==> src/rtl/chimera_widemem_bypass_ctrl_if.sv <==
// ----------------------------------------------------------------------------
// chimera_widemem_bypass_ctrl_if
// Handshake-level view of the cluster wide AXI port as seen by the bypass
// sequencer. The AXI payloads do not pass through this interface.
//   mst_aw/ar_*  : cluster side of the AW/AR channels (valid in, ready out)
//   slv_aw/ar_*  : adapter side of the AW/AR channels (valid out, ready in)
//   b_*, r_*     : observed response handshakes (never gated)
// Modports:
//   slave  - sequencer view
//   master - environment view (drives cluster valids, adapter readies, B/R)
// ----------------------------------------------------------------------------
interface chimera_widemem_bypass_ctrl_if;
    logic mst_aw_valid_i;
    logic mst_aw_ready_o;
    logic slv_aw_valid_o;
    logic slv_aw_ready_i;
    logic mst_ar_valid_i;
    logic mst_ar_ready_o;
    logic slv_ar_valid_o;
    logic slv_ar_ready_i;
    logic b_valid_i;
    logic b_ready_i;
    logic r_valid_i;
    logic r_ready_i;
    logic r_last_i;

    modport slave (
        input  mst_aw_valid_i, slv_aw_ready_i, mst_ar_valid_i, slv_ar_ready_i,
        input  b_valid_i, b_ready_i, r_valid_i, r_ready_i, r_last_i,
        output mst_aw_ready_o, slv_aw_valid_o, mst_ar_ready_o, slv_ar_valid_o
    );

    modport master (
        output mst_aw_valid_i, slv_aw_ready_i, mst_ar_valid_i, slv_ar_ready_i,
        output b_valid_i, b_ready_i, r_valid_i, r_ready_i, r_last_i,
        input  mst_aw_ready_o, slv_aw_valid_o, mst_ar_ready_o, slv_ar_valid_o
    );
endinterface

==> src/rtl/chimera_widemem_bypass_ctrl.sv <==
// ----------------------------------------------------------------------------
// chimera_widemem_bypass_ctrl
// Safe sequencer for the wide-memory bypass mode. On a mode-change request it
// stops new AW/AR issue, waits for all outstanding wide bursts to complete,
// flips bypass_o, holds traffic off for a settle time and then reopens.
// Ports:
//   soc_clk_i    - clock
//   rst_ni       - asynchronous active-low reset
//   bypass_req_i - requested bypass mode (level)
//   bypass_o     - applied bypass mode (registered)
//   busy_o       - high while a mode change is in progress
//   err_o        - sticky: B or R-last seen with its outstanding count at 0
//   io_bus       - AW/AR gating and B/R observation (slave modport)
// ----------------------------------------------------------------------------
module chimera_widemem_bypass_ctrl #(
    parameter int unsigned MaxOutstanding = 16,
    parameter int unsigned SettleCycles   = 2,
    parameter bit          ResetBypass    = 1'b0
) (
    input  logic                                soc_clk_i,
    input  logic                                rst_ni,
    input  logic                                bypass_req_i,
    output logic                                bypass_o,
    output logic                                busy_o,
    output logic                                err_o,
    chimera_widemem_bypass_ctrl_if.slave        io_bus
);

    localparam int unsigned CW = $clog2(MaxOutstanding + 1);
    localparam int unsigned SW = (SettleCycles > 0) ? $clog2(SettleCycles + 1) : 1;
    localparam logic [CW-1:0] MaxCnt     = CW'(MaxOutstanding);
    localparam logic [SW-1:0] SettleLoad = SW'(SettleCycles);

    typedef enum logic [1:0] {
        StIdle,
        StDrain,
        StSwitch,
        StSettle
    } state_e;

    state_e         r_state;
    state_e         w_state_next;
    logic [CW-1:0]  r_wr_cnt;
    logic [CW-1:0]  r_rd_cnt;
    logic [CW-1:0]  w_wr_cnt_next;
    logic [CW-1:0]  r_rd_cnt_next_unused;
    logic [CW-1:0]  w_rd_cnt_next;
    logic [SW-1:0]  r_settle_cnt;
    logic           r_aw_hold;
    logic           r_ar_hold;
    logic           r_target;
    logic           r_bypass;
    logic           r_err;

    logic           w_aw_hs;
    logic           w_ar_hs;
    logic           w_b_hs;
    logic           w_r_hs;
    logic           w_block_aw;
    logic           w_block_ar;
    logic           w_drained;

    assign r_rd_cnt_next_unused = '0;

    // Handshakes are observed on the adapter side so only beats that really
    // left the block are counted.
    assign w_aw_hs = io_bus.slv_aw_valid_o & io_bus.slv_aw_ready_i;
    assign w_ar_hs = io_bus.slv_ar_valid_o & io_bus.slv_ar_ready_i;
    assign w_b_hs  = io_bus.b_valid_i & io_bus.b_ready_i;
    assign w_r_hs  = io_bus.r_valid_i & io_bus.r_ready_i & io_bus.r_last_i;

    assign w_drained = (r_wr_cnt == '0) & (r_rd_cnt == '0) & ~r_aw_hold & ~r_ar_hold;

    // Outstanding counters: simultaneous inc/dec cancels, decrement at zero
    // is clamped (and flagged through r_err).
    always_comb begin
        w_wr_cnt_next = r_wr_cnt;
        if (w_aw_hs && !w_b_hs && r_wr_cnt != MaxCnt) begin
            w_wr_cnt_next = r_wr_cnt + CW'(1);
        end else if (!w_aw_hs && w_b_hs && r_wr_cnt != '0) begin
            w_wr_cnt_next = r_wr_cnt - CW'(1);
        end
    end

    always_comb begin
        w_rd_cnt_next = r_rd_cnt;
        if (w_ar_hs && !w_r_hs && r_rd_cnt != MaxCnt) begin
            w_rd_cnt_next = r_rd_cnt + CW'(1);
        end else if (!w_ar_hs && w_r_hs && r_rd_cnt != '0) begin
            w_rd_cnt_next = r_rd_cnt - CW'(1);
        end
    end

    // FSM state register
    always_ff @(posedge soc_clk_i or negedge rst_ni) begin
        if (!rst_ni) begin
            r_state <= StIdle;
        end else begin
            r_state <= w_state_next;
        end
    end

    // FSM next-state logic
    always_comb begin
        w_state_next = r_state;
        unique case (r_state)
            StIdle: begin
                if (bypass_req_i != r_bypass) w_state_next = StDrain;
            end
            StDrain: begin
                // Request withdrawn before the switch: abort without touching the mode.
                if (bypass_req_i == r_bypass) begin
                    w_state_next = StIdle;
                end else if (w_drained) begin
                    w_state_next = StSwitch;
                end
            end
            StSwitch: begin
                w_state_next = (SettleCycles == 0) ? StIdle : StSettle;
            end
            StSettle: begin
                if (r_settle_cnt <= SW'(1)) w_state_next = StIdle;
            end
            default: w_state_next = StIdle;
        endcase
    end

    // FSM outputs and gating
    always_comb begin
        busy_o     = (r_state != StIdle);
        // A beat already offered to the adapter is never withdrawn.
        w_block_aw = (busy_o | (r_wr_cnt == MaxCnt)) & ~r_aw_hold;
        w_block_ar = (busy_o | (r_rd_cnt == MaxCnt)) & ~r_ar_hold;
        io_bus.slv_aw_valid_o = io_bus.mst_aw_valid_i & ~w_block_aw;
        io_bus.mst_aw_ready_o = io_bus.slv_aw_ready_i & ~w_block_aw;
        io_bus.slv_ar_valid_o = io_bus.mst_ar_valid_i & ~w_block_ar;
        io_bus.mst_ar_ready_o = io_bus.slv_ar_ready_i & ~w_block_ar;
    end

    // Datapath registers
    always_ff @(posedge soc_clk_i or negedge rst_ni) begin
        if (!rst_ni) begin
            r_wr_cnt     <= '0;
            r_rd_cnt     <= '0;
            r_settle_cnt <= '0;
            r_aw_hold    <= 1'b0;
            r_ar_hold    <= 1'b0;
            r_target     <= ResetBypass;
            r_bypass     <= ResetBypass;
            r_err        <= 1'b0;
        end else begin
            r_wr_cnt  <= w_wr_cnt_next;
            r_rd_cnt  <= w_rd_cnt_next;
            r_aw_hold <= io_bus.slv_aw_valid_o & ~io_bus.slv_aw_ready_i;
            r_ar_hold <= io_bus.slv_ar_valid_o & ~io_bus.slv_ar_ready_i;
            if ((w_b_hs && r_wr_cnt == '0) || (w_r_hs && r_rd_cnt == '0)) begin
                r_err <= 1'b1;
            end
            if (r_state == StIdle && bypass_req_i != r_bypass) begin
                r_target <= bypass_req_i;
            end
            if (r_state == StSwitch) begin
                r_bypass     <= r_target;
                r_settle_cnt <= SettleLoad;
            end else if (r_state == StSettle && r_settle_cnt != '0) begin
                r_settle_cnt <= r_settle_cnt - SW'(1);
            end
        end
    end

    assign bypass_o = r_bypass;
    assign err_o    = r_err;

endmodule

==> src/flat_wrapper.sv <==
// flat-port wrapper written by rule: the top's interface ports become plain ports
module chimera_widemem_bypass_ctrl_flat 
#(
    parameter int unsigned MaxOutstanding = 16,
    parameter int unsigned SettleCycles   = 2,
    parameter bit          ResetBypass    = 1'b0
)
  (soc_clk_i, rst_ni, bypass_req_i, bypass_o, busy_o, err_o, io_bus_mst_aw_valid_i, io_bus_slv_aw_ready_i, io_bus_mst_ar_valid_i, io_bus_slv_ar_ready_i, io_bus_b_valid_i, io_bus_b_ready_i, io_bus_r_valid_i, io_bus_r_ready_i, io_bus_r_last_i, io_bus_mst_aw_ready_o, io_bus_slv_aw_valid_o, io_bus_mst_ar_ready_o, io_bus_slv_ar_valid_o);
  chimera_widemem_bypass_ctrl_if io_bus_i ();
  input  logic soc_clk_i;
  input  logic rst_ni;
  input  logic bypass_req_i;
  output logic bypass_o;
  output logic busy_o;
  output logic err_o;
  input wire logic [$bits(io_bus_i.mst_aw_valid_i)-1:0] io_bus_mst_aw_valid_i;
  input wire logic [$bits(io_bus_i.slv_aw_ready_i)-1:0] io_bus_slv_aw_ready_i;
  input wire logic [$bits(io_bus_i.mst_ar_valid_i)-1:0] io_bus_mst_ar_valid_i;
  input wire logic [$bits(io_bus_i.slv_ar_ready_i)-1:0] io_bus_slv_ar_ready_i;
  input wire logic [$bits(io_bus_i.b_valid_i)-1:0] io_bus_b_valid_i;
  input wire logic [$bits(io_bus_i.b_ready_i)-1:0] io_bus_b_ready_i;
  input wire logic [$bits(io_bus_i.r_valid_i)-1:0] io_bus_r_valid_i;
  input wire logic [$bits(io_bus_i.r_ready_i)-1:0] io_bus_r_ready_i;
  input wire logic [$bits(io_bus_i.r_last_i)-1:0] io_bus_r_last_i;
  output wire logic [$bits(io_bus_i.mst_aw_ready_o)-1:0] io_bus_mst_aw_ready_o;
  output wire logic [$bits(io_bus_i.slv_aw_valid_o)-1:0] io_bus_slv_aw_valid_o;
  output wire logic [$bits(io_bus_i.mst_ar_ready_o)-1:0] io_bus_mst_ar_ready_o;
  output wire logic [$bits(io_bus_i.slv_ar_valid_o)-1:0] io_bus_slv_ar_valid_o;
  assign io_bus_i.mst_aw_valid_i = io_bus_mst_aw_valid_i;
  assign io_bus_i.slv_aw_ready_i = io_bus_slv_aw_ready_i;
  assign io_bus_i.mst_ar_valid_i = io_bus_mst_ar_valid_i;
  assign io_bus_i.slv_ar_ready_i = io_bus_slv_ar_ready_i;
  assign io_bus_i.b_valid_i = io_bus_b_valid_i;
  assign io_bus_i.b_ready_i = io_bus_b_ready_i;
  assign io_bus_i.r_valid_i = io_bus_r_valid_i;
  assign io_bus_i.r_ready_i = io_bus_r_ready_i;
  assign io_bus_i.r_last_i = io_bus_r_last_i;
  assign io_bus_mst_aw_ready_o = io_bus_i.mst_aw_ready_o;
  assign io_bus_slv_aw_valid_o = io_bus_i.slv_aw_valid_o;
  assign io_bus_mst_ar_ready_o = io_bus_i.mst_ar_ready_o;
  assign io_bus_slv_ar_valid_o = io_bus_i.slv_ar_valid_o;
  chimera_widemem_bypass_ctrl #(.MaxOutstanding(MaxOutstanding), .SettleCycles(SettleCycles), .ResetBypass(ResetBypass)) u_core (.soc_clk_i(soc_clk_i), .rst_ni(rst_ni), .bypass_req_i(bypass_req_i), .bypass_o(bypass_o), .busy_o(busy_o), .err_o(err_o), .io_bus(io_bus_i));
endmodule
==> config.mk <==
export PLATFORM = sky130hd
export DESIGN_NAME = chimera_widemem_bypass_ctrl_flat
export DESIGN_NICKNAME = d
export VERILOG_FILES = /design/src/rtl/chimera_widemem_bypass_ctrl_if.sv /design/src/rtl/chimera_widemem_bypass_ctrl.sv /design/src/flat_wrapper.sv
export SDC_FILE = /design/constraint.sdc
export NUM_CORES = 1
export LEC_CHECK = 0
export BUFFER_PORTS_ARGS = -buffer_cell sky130_fd_sc_hd__buf_4
export CAP_MARGIN = 15
export CORE_MARGIN = 2
export CORE_UTILIZATION = 30
export CTS_CLUSTER_DIAMETER = 80
export DETAILED_ROUTE_END_ITERATION = 8
export HOLD_SLACK_MARGIN = 0.06
export MAX_ROUTING_LAYER = met4
export PLACE_DENSITY = 0.46
export SLEW_MARGIN = 0
export SYNTH_ARGS = -nofsm -noshare
export SYNTH_HDL_FRONTEND = slang
export SYNTH_SLANG_ARGS = --single-unit
export TNS_END_PERCENT = 100
==> constraint.sdc <==
create_clock -name soc_clk_i -period 4.1 [get_ports soc_clk_i]
set_input_delay 0.205 -clock soc_clk_i [delete_from_list [all_inputs] [get_ports soc_clk_i]]
set_output_delay 0.205 -clock soc_clk_i [all_outputs]
set_load 0.02 [all_outputs]
# Yosys cells after proc, flatten, opt, wreduce, memory -nomap -nowiden

Cells that the tools add are included.

$add $sub $neg: 5
$lt $le $gt $ge: 1
Equality and inequality tests: 12
Multiplexer cells: 11
Bitwise gates (word level): 24
Reductions and logical operators: 28

Operators with widths:

| operator            | number |
|---|---|
| $mux 5              | 4 |
| $and 1x1->1         | 16 |
| $logic_and 1x1->1   | 12 |
| $mux 2              | 6 |
| $add 5x1->5 const B | 2 |
| $eq 5x5->1 const B  | 2 |
| $logic_not 5->1     | 2 |
| $ne 5x5->1 const B  | 2 |
| $reduce_bool 2->1   | 5 |
| $reduce_bool 5->1   | 2 |
| $sub 5x1->5 const B | 2 |
| $pmux 2 s4          | 1 |
| $not 1->1           | 6 |
| $eq 2x2->1 const B  | 2 |
| $logic_not 1->1     | 4 |
| $ne 2x1->1 const B  | 2 |
| $ne 3x1->1 const B  | 1 |
| $reduce_and 3->1    | 1 |
| $eq 2x1->1 const B  | 1 |
| $le 2x1->1 const B  | 1 |
| $logic_not 2->1     | 1 |
| $or 1x1->1          | 2 |
| $sub 2x1->2 const B | 1 |
| $eq 1x1->1          | 1 |
| 2 further kinds     | 2 |

Bits in registers: 19
Output and inout port bits: 7
Logic and storage cells: 90

# Longest topological paths before layout

Gate-level depths: netlist of run 1.

Depth after elaboration: 11
Gate-level depth with buffers: 9
Depth with buffers taken out: 8

# Worst setup path before layout of run 1

Ideal clock, no wire load.

Path kind: reg2reg
Start point: register u_core.r_state[0]
End point: register u_core.r_rd_cnt[4]
Arrival time: 2.215 ns
Setup slack: 1.746 ns
Stages on the path, launching flop included: 10
Path through: dfrtp_1 > clkbuf_2 > o21bai_1 > nand3_1 > or3_1 > ha_1 > nand3_1 > a21oi_1 > nand2_1 > mux4_2

Word-level cells in the longest chain between the ends: 10
Elaborated cells between the ends (all ways): 13
Those cells by class: 1 x mux; 5 x bitwise; 7 x reduce/logical

Ends and longest elaborated chain:

| what                               | line                               | RTL |
|---|---|---|
| start: declaration                 | chimera_widemem_bypass_ctrl.sv:41  | `state_e r_state;` |
| start signal: assignment           | chimera_widemem_bypass_ctrl.sv:97  | `r_state <= StIdle;` |
| start signal: assignment           | chimera_widemem_bypass_ctrl.sv:99  | `r_state <= w_state_next;` |
| $reduce_bool 2->1 *                | chimera_widemem_bypass_ctrl.sv:130 | `busy_o = (r_state != StIdle);` |
| $or 1x1->1 *                       | chimera_widemem_bypass_ctrl.sv:133 | `w_block_ar = (busy_o \| (r_rd_cnt == MaxCnt)) & ~r_ar_hold;` |
| $and 1x1->1 *                      | chimera_widemem_bypass_ctrl.sv:133 |  |
| $not 1->1 *                        | chimera_widemem_bypass_ctrl.sv:136 | `io_bus.slv_ar_valid_o = io_bus.mst_ar_valid_i & ~w_block_ar;` |
| $and 1x1->1 *                      | chimera_widemem_bypass_ctrl.sv:136 |  |
| $and 1x1->1 *                      | chimera_widemem_bypass_ctrl.sv:68  | `assign w_ar_hs = io_bus.slv_ar_valid_o & io_bus.slv_ar_ready_i;` |
| $logic_not 1->1                    | chimera_widemem_bypass_ctrl.sv:89  | `end else if (!w_ar_hs && w_r_hs && r_rd_cnt != '0) begin` |
| $logic_and 1x1->1 (2 in a row)     | chimera_widemem_bypass_ctrl.sv:89  |  |
| $reduce_bool 2->1 (no source line) | -                                  |  |
| end signal: assignment             | chimera_widemem_bypass_ctrl.sv:153 | `r_rd_cnt <= w_rd_cnt_next;` |
| end: declaration                   | chimera_widemem_bypass_ctrl.sv:44  | `logic [CW-1:0] r_rd_cnt;` |

Mark *: on every way between the ends. The rest lies on a longest branch, timed or not.
A chain may end at the register's enable or synchronous reset.

==> results of run 1 <==
-- worst register-to-register path, cell delays in order, from the launching register on --
cell	delay, ns
dfrtp_1	0.52
o21bai_1	0.28
nand3_1	0.12
or3_1	0.45
ha_1	0.38
nand3_1	0.11
a21oi_1	0.19
nand2_1	0.07
mux4_2	0.45
-- placed cells by master (no fill, tap or decap), drive strengths merged, types with 2 or more instances in the layout --
cell / synthesis / layout
xnor2: 4 / 4
o22ai: 2 / 2
nor4: 2 / 2
nor3b: 3 / 3
and2: 2 / 2
nor2: 7 / 7
fa: 2 / 2
or4: 2 / 2
o21ai: 6 / 6
ha: 8 / 8
clkbuf: 3 / 3
xor2: 3 / 3
a21oi: 11 / 11
a21boi: 2 / 2
buf: 0 / 18
mux2: 6 / 6
inv: 7 / 7
a31oi: 2 / 2
nand3: 7 / 7
a21o: 2 / 2
and3: 2 / 2
nor2b: 4 / 4
nand2: 6 / 6
dfrtp: 19 / 19
-- final timing paths --
check	start	to	cells past startpoint
worst max-delay path	register	u_core.r_rd_cnt[4]	8
worst min-delay path	io_bus_slv_aw_ready_i	u_core.r_aw_hold	2
worst max register to register	register	u_core.r_rd_cnt[4]	8
worst min register to register	u_core.err_o	u_core.err_o	1
max in group asynchronous	rst_ni	u_core.r_rd_cnt[3]	2
min in group asynchronous	rst_ni	u_core.r_wr_cnt[4]	2
-- routing by layer --
layer / track usage, % / up-vias
li1: - / 535
met1: 17.5 / 511
met2: 19.3 / 27
met3: 2.45 / 6
met4: 5.77 / 0
met5: - / -
-- final cells by class --
class | instances | area (um^2)
clock buffer | 3 | 41.3
clock inverter | 1 | 5.00
fill | 454 | 2710
inverter | 7 | 26.3
multi-input combinational | 103 | 793
sequential | 19 | 475
tap | 52 | 65.1
timing repair buffer | 19 | 145
-- per-stage QoR --
stage	util, %	setup slack [ns]	power (mW)	hold slack (ns)
2_1_floorplan	-	1.75	0.825	-0.0906
3_3_place_gp	35.1	1.50	0.976	0.107
3_5_place_dp	35.1	1.43	0.995	0.107
4_1_cts	36.4	1.42	1.14	0.0942
5_1_grt	36.4	1.20	1.24	0.106
6_report	36.4	1.40	1.12	0.103
-- kinds of logic after synthesis --
family	count (synthesis)	synth area share (%)
AOI/OAI and AO/OA	40	21.9
xor gates and xnor gates	7	4.68
adders and majority gates	10	10.7
buffers and inverters	10	3.06
DFF	19	36.3
muxes	7	6.88
and+or+nand+nor	39	16.4
-- what timing repair did --
item | CTS | global route
hold endpoints to repair | 19 | 0
setup endpoints to repair | 0 | 0
hold buffers | 1 | 0
-- where the power goes --
group	switching [mW]	total, mW	leakage [nW]	internal [mW]
sequential	0.110	0.378	0.226	0.268
combinational	0.306	0.608	0.409	0.301
clock	0.0680	0.136	0.0255	0.0677
total	0.484	1.12	0.660	0.638
==> metrics.yaml, run 1 <==
synth:
  yosys.area.top_type: "dfrtp_1"
  avgSynthCellArea_um2: 9.91
  syn_area_um2: 1310
  yosysMostFrequentCell: "dfrtp_1"
  netlist.area_leader.share_pct: 36.3
  yosysSeqAreaShare_pct: 36.3
  syn_nets: 154
  synth_commonest_cells: "dfrtp_1 (19), a21oi_1 (11), ha_1 (8)"
  ys_ff_latch: 19
  synth_edf_count: 0
  ys.flop_type: "dfrtp_1"
  synth_top_cells_by_area: "dfrtp_1 (36%), ha_1 (7.6%), a21oi_1 (4.2%)"
  synth_warnings: 0
  synth.distinct_cells: 49
  synth_cells: 132
  async_flop_share_pct: 100
cells_and_area:
  area_growth_pct: 18.5
  drive_above_1_share_pct: 22.4
  stdcell_count: 204
  fin_nets: 175
  fin_area_um2: 1550
  n_antenna_cell: 0
  largestRegisters: "u_core.r_rd_cnt: 5 flops, u_core.r_wr_cnt: 5 flops, u_core.r_settle_cnt: 2 flops"
drt:
  route.met2.wl_um: 1210
  via_count: 1079
  wl_per_cell_um: 13.8
  wl_met3_um: 108
  drt_iter0_markers: 43
  route.detailed.drc: 0
  top_layer: "met4"
  drtAntennaViolNets: 0
  viasPerCell: 5.29
  drtPass1Iterations: 4
  drt-met1-wl_um: 1420
  routed_wl_um: 2810
run:
  maxCapViolCount: 0
critical_path:
  worstPathMaxFanout: 13
  arrival_ns: 2.83
  crit_slowest_cell: "dfrtp_1"
  worstSetupEndpointType: "register"
  crit_path_cell_trace: "o21bai_1 > nand3_1 > or3_1 > ha_1 > nand3_1 > a21oi_1 > nand2_1 > mux4_2"
  crit_type: "register to register"
  max_stage_delay_ns: 0.52
  r2r_slack_ns: 1.40
  cp-start-kind: "register"
  critPathBufInv: 0
  cp_top_family: "simple AND/OR/NAND/NOR gates"
  cpMostUsedCell: "nand3_1"
  critPathRequiredTime_ns: 4.24
sta:
  slew_headroom_pct: 65.5
  finClkSkew_ns: 0.00662
  finalCritPeriodShare_pct: 65.7
  fin_crit_ns: 2.70
  fmax_mhz: 371
  setup_tns_ns: 0
  grt_setup_unrepaired: "false"
  setup_viol: 0
  tightest_slew_ns: 0.513
  slew_viol_final: 0
  hold_viol: 0
floorplan:
  start_util_pct: 30.7
  die_w_um: 70.1
  die-area_um2: 4910
  core_um2: 4260
  io_pins: 19
  row_count: 24
  fp.dieH_um: 70.1
power:
  ir_worst_vdd_mv: 0.197
  power.leakage_nw: 0.660
  power_density_nw_per_um2: 723
place:
  gp_congestion: 0.787
  dpl.hpwl_um: 2220
  placed_area_um2: 1500
  dp_cells: 199
  port_buffers: 18
clocking:
  root_buffer: "clkbuf_8"
  clock_sinks: 19
  cts_tree: "done"
  post_cts_buffers: 0
  cts_buffers: 3
  htree_levels: 1
  clk_path_buf_depth: 2
  clkLatencyLatePin_ns: 0.26
  path_clk_slew_ns: 0.08
  post_cts_resized: 0
worst_hold_path:
  hold_path_class: "primary input to register"
global_routing:
  antenna_found_initial: 0
  grt_pass1_wl_um: 4910
  grt-ovfl-total: 0
  first_global_vias: 1054
  grt.total_usage_pct: 13.0
  grt_max_degree: 20
outcome:
  status: "completed"
Power figures use the tool's default switching activity.
==> run 2, diff against run 1 <==
ABC_AREA = 1   (was default)
clock period = 2.5 ns   (was 4.1 ns; I/O delays follow)
==> metrics.yaml, run 2 <==
synth:
  synth_commonest_cells: "nand2_1 (33), inv_1 (21), dfrtp_1 (19)"
  yosys.area.top_type: "dfrtp_1"
  avgSynthCellArea_um2: 8.14
  syn_nets: 182
  netlist.area_leader.share_pct: 36.5
  synth_top_cells_by_area: "dfrtp_1 (37%), nand2_1 (9.5%), ha_1 (7.7%)"
  ys_ff_latch: 19
  ys.flop_type: "dfrtp_1"
  syn_area_um2: 1300
  yosysSeqAreaShare_pct: 36.5
  synth_edf_count: 0
  synth_cells: 160
  synth.distinct_cells: 28
  async_flop_share_pct: 100
  synth_warnings: 0
  yosysMostFrequentCell: "nand2_1"
drt:
  drtPass1Iterations: 4
  wl_per_cell_um: 11.7
  route.detailed.drc: 0
  routed_wl_um: 2740
  drtAntennaViolNets: 0
  via_count: 1100
  viasPerCell: 4.68
  drt_iter0_markers: 46
floorplan:
  start_util_pct: 31.9
  die-area_um2: 4880
  io_pins: 19
  row_count: 23
  fp.dieH_um: 69.9
  core_um2: 4090
  die_w_um: 69.9
clocking:
  clk_path_buf_depth: 2
  clock_sinks: 19
  post_cts_buffers: 0
  htree_levels: 1
  clkLatencyLatePin_ns: 0.26
  cts_tree: "done"
  path_clk_slew_ns: 0.08
  root_buffer: "clkbuf_8"
  cts_buffers: 3
cells_and_area:
  area_growth_pct: 21.0
  layout_common_cells: "nand2_1 (33), inv_1 (21), dfrtp_1 (19)"
  drive_above_1_share_pct: 22.2
  layout_commonest_cell: "nand2_1"
  area.sequential_um2: 475
  fin_util_pct: 38.6
  largestRegisters: "u_core.r_rd_cnt: 5 flops, u_core.r_wr_cnt: 5 flops, u_core.r_settle_cnt: 2 flops"
  fillCellCount: 424
  n_antenna_cell: 0
  fin_area_um2: 1580
  multi_input_area_um2: 737
  stdcell_count: 235
  fin_nets: 208
place:
  gp_congestion: 0.829
  placed_area_um2: 1500
  dp_cells: 228
  dpl.hpwl_um: 2170
  pre_cts_slack_ns: 0.383
  port_buffers: 18
critical_path:
  worstPathMaxFanout: 7
  arrival_ns: 2.28
  crit_path_cell_trace: "nor2_4 > nand2_4 > nand2_4 > nand4_4 > fa_1 > nand2_1 > nand2_1 > a21oi_1 > inv_1 > nand2_1 > nand3_1 > nand2_1 > nand2_1"
  worstSetupEndpointType: "register"
  critPathBufInv: 1
  crit_type: "register to register"
  crit_slowest_cell: "dfrtp_1"
  cpMostUsedCell: "nand2_1"
  cp-start-kind: "register"
  cp_top_family: "simple AND/OR/NAND/NOR gates"
  max_stage_delay_ns: 0.45
  critPathRequiredTime_ns: 2.64
sta:
  tightest_slew_ns: 0.273
  hold_viol: 0
  slew_headroom_pct: 81.8
  grt_setup_unrepaired: "false"
  setup_tns_ns: 0
  fmax_mhz: 468
  holdWs_ns: 0.121
  fin_crit_ns: 2.14
  slew_viol_final: 0
  finClkSkew_ns: 0.0126
  worst_slack_ns: 0.363
  setup_viol: 0
  finalCritPeriodShare_pct: 85.5
power:
  switching_power_mw: 0.861
  power.leakage_nw: 0.778
  finalPower_mw: 1.86
  clock_power_share_pct: 11.6
  power_density_nw_per_um2: 1180
  ir_worst_vdd_mv: 0.368
  power_frac_comb_pct: 56.6
  p_int_mw: 1.00
  p_sw_share_pct: 46.2
  seq_power_share_pct: 31.8
global_routing:
  grt_max_degree: 20
  grt.total_usage_pct: 12.7
  antenna_found_initial: 0
  grt_pass1_wl_um: 4870
  first_global_vias: 1142
  grt-ovfl-total: 0
run:
  maxCapViolCount: 0
worst_hold_path:
  hold_path_class: "primary input to register"
outcome:
  status: "completed"
==> run 2: cell count changes after synthesis, moves of 4 or more <==
cell | previous run | this run
nand2_1 | 6 | 33
inv_1 | 7 | 21
nand3_1 | 7 | 15
nor2_1 | 7 | 15
a21oi_1 | 11 | 6
nand4_1 | 0 | 5
nand2_2 | 0 | 4
nand2_4 | 0 | 4
nor2b_1 | 4 | 0
==> run 2: what timing repair did <==
item                       4_1_cts  5_1_grt
hold endpoints to repair        21        0
setup endpoints to repair        0        0
gates resized for setup          0        0
hold buffers                     3        0
==> run 2: final timing paths <==
| path | from | to | slack [ns] | cells after the start |
|---|---|---|---|---|
| min | io_bus_mst_ar_valid_i | u_core.r_ar_hold | 0.12 | 3 |
| max reg2reg | u_core.r_state[0] | u_core.r_wr_cnt[4] | 0.36 | 13 |
| min in group asynchronous | rst_ni | asynchronous set/reset pin | 0.28 | 2 |
| max in group asynchronous | rst_ni | u_core.err_o | 1.99 | 2 |
| min reg2reg | u_core.r_target | u_core.bypass_o | 0.49 | 2 |
| max | u_core.r_state[0] | u_core.r_wr_cnt[4] | 0.36 | 13 |
==> run 2: tightest hold or removal path: stages <==
cell and delay [ns]:
buf_4 0.12, nand2_2 0.07, nor2_1 0.04
==> run 2: logic make-up after synthesis <==
logic type               after synthesis  synth area share [%]
XOR/XNOR                               5                  3.36
AO/OA/AOI/OAI                         17                  7.59
adder cells (fa/ha/maj)               10                  10.8
AND/OR/NAND/NOR                       85                  34.9
flip-flops                            19                  36.5
buffers and inverters                 24                  6.92
==> run 2: layer usage <==
layer	track usage [%]	wire (um)	vias up
met5	-	0	-
li1	-	-	569
met1	15.3	1340	512
met3	2.45	76	4
met2	21.0	1300	15
met4	4.70	25	0
==> run 2: layout make-up <==
cell class / count / area share [%]
multi-input combinational: 117 / 46.7
sequential: 19 / 30.2
timing repair buffer: 21 / 10.5
inverter: 24 / 5.71
tap: 50 / 3.97
clock buffer: 3 / 2.62
clock inverter: 1 / 0.317
==> run 2: power groups by stage <==
| stage | clock (mW) | combinational (mW) | sequential, mW |
|---|---|---|---|
| floorplan | 0 | 0.795 | 0.587 |
| global placement | 0 | 1.04 | 0.596 |
| detailed placement | 0 | 1.06 | 0.597 |
| CTS | 0.228 | 1.07 | 0.593 |
| global route | 0.238 | 1.22 | 0.616 |
| finish | 0.215 | 1.05 | 0.592 |
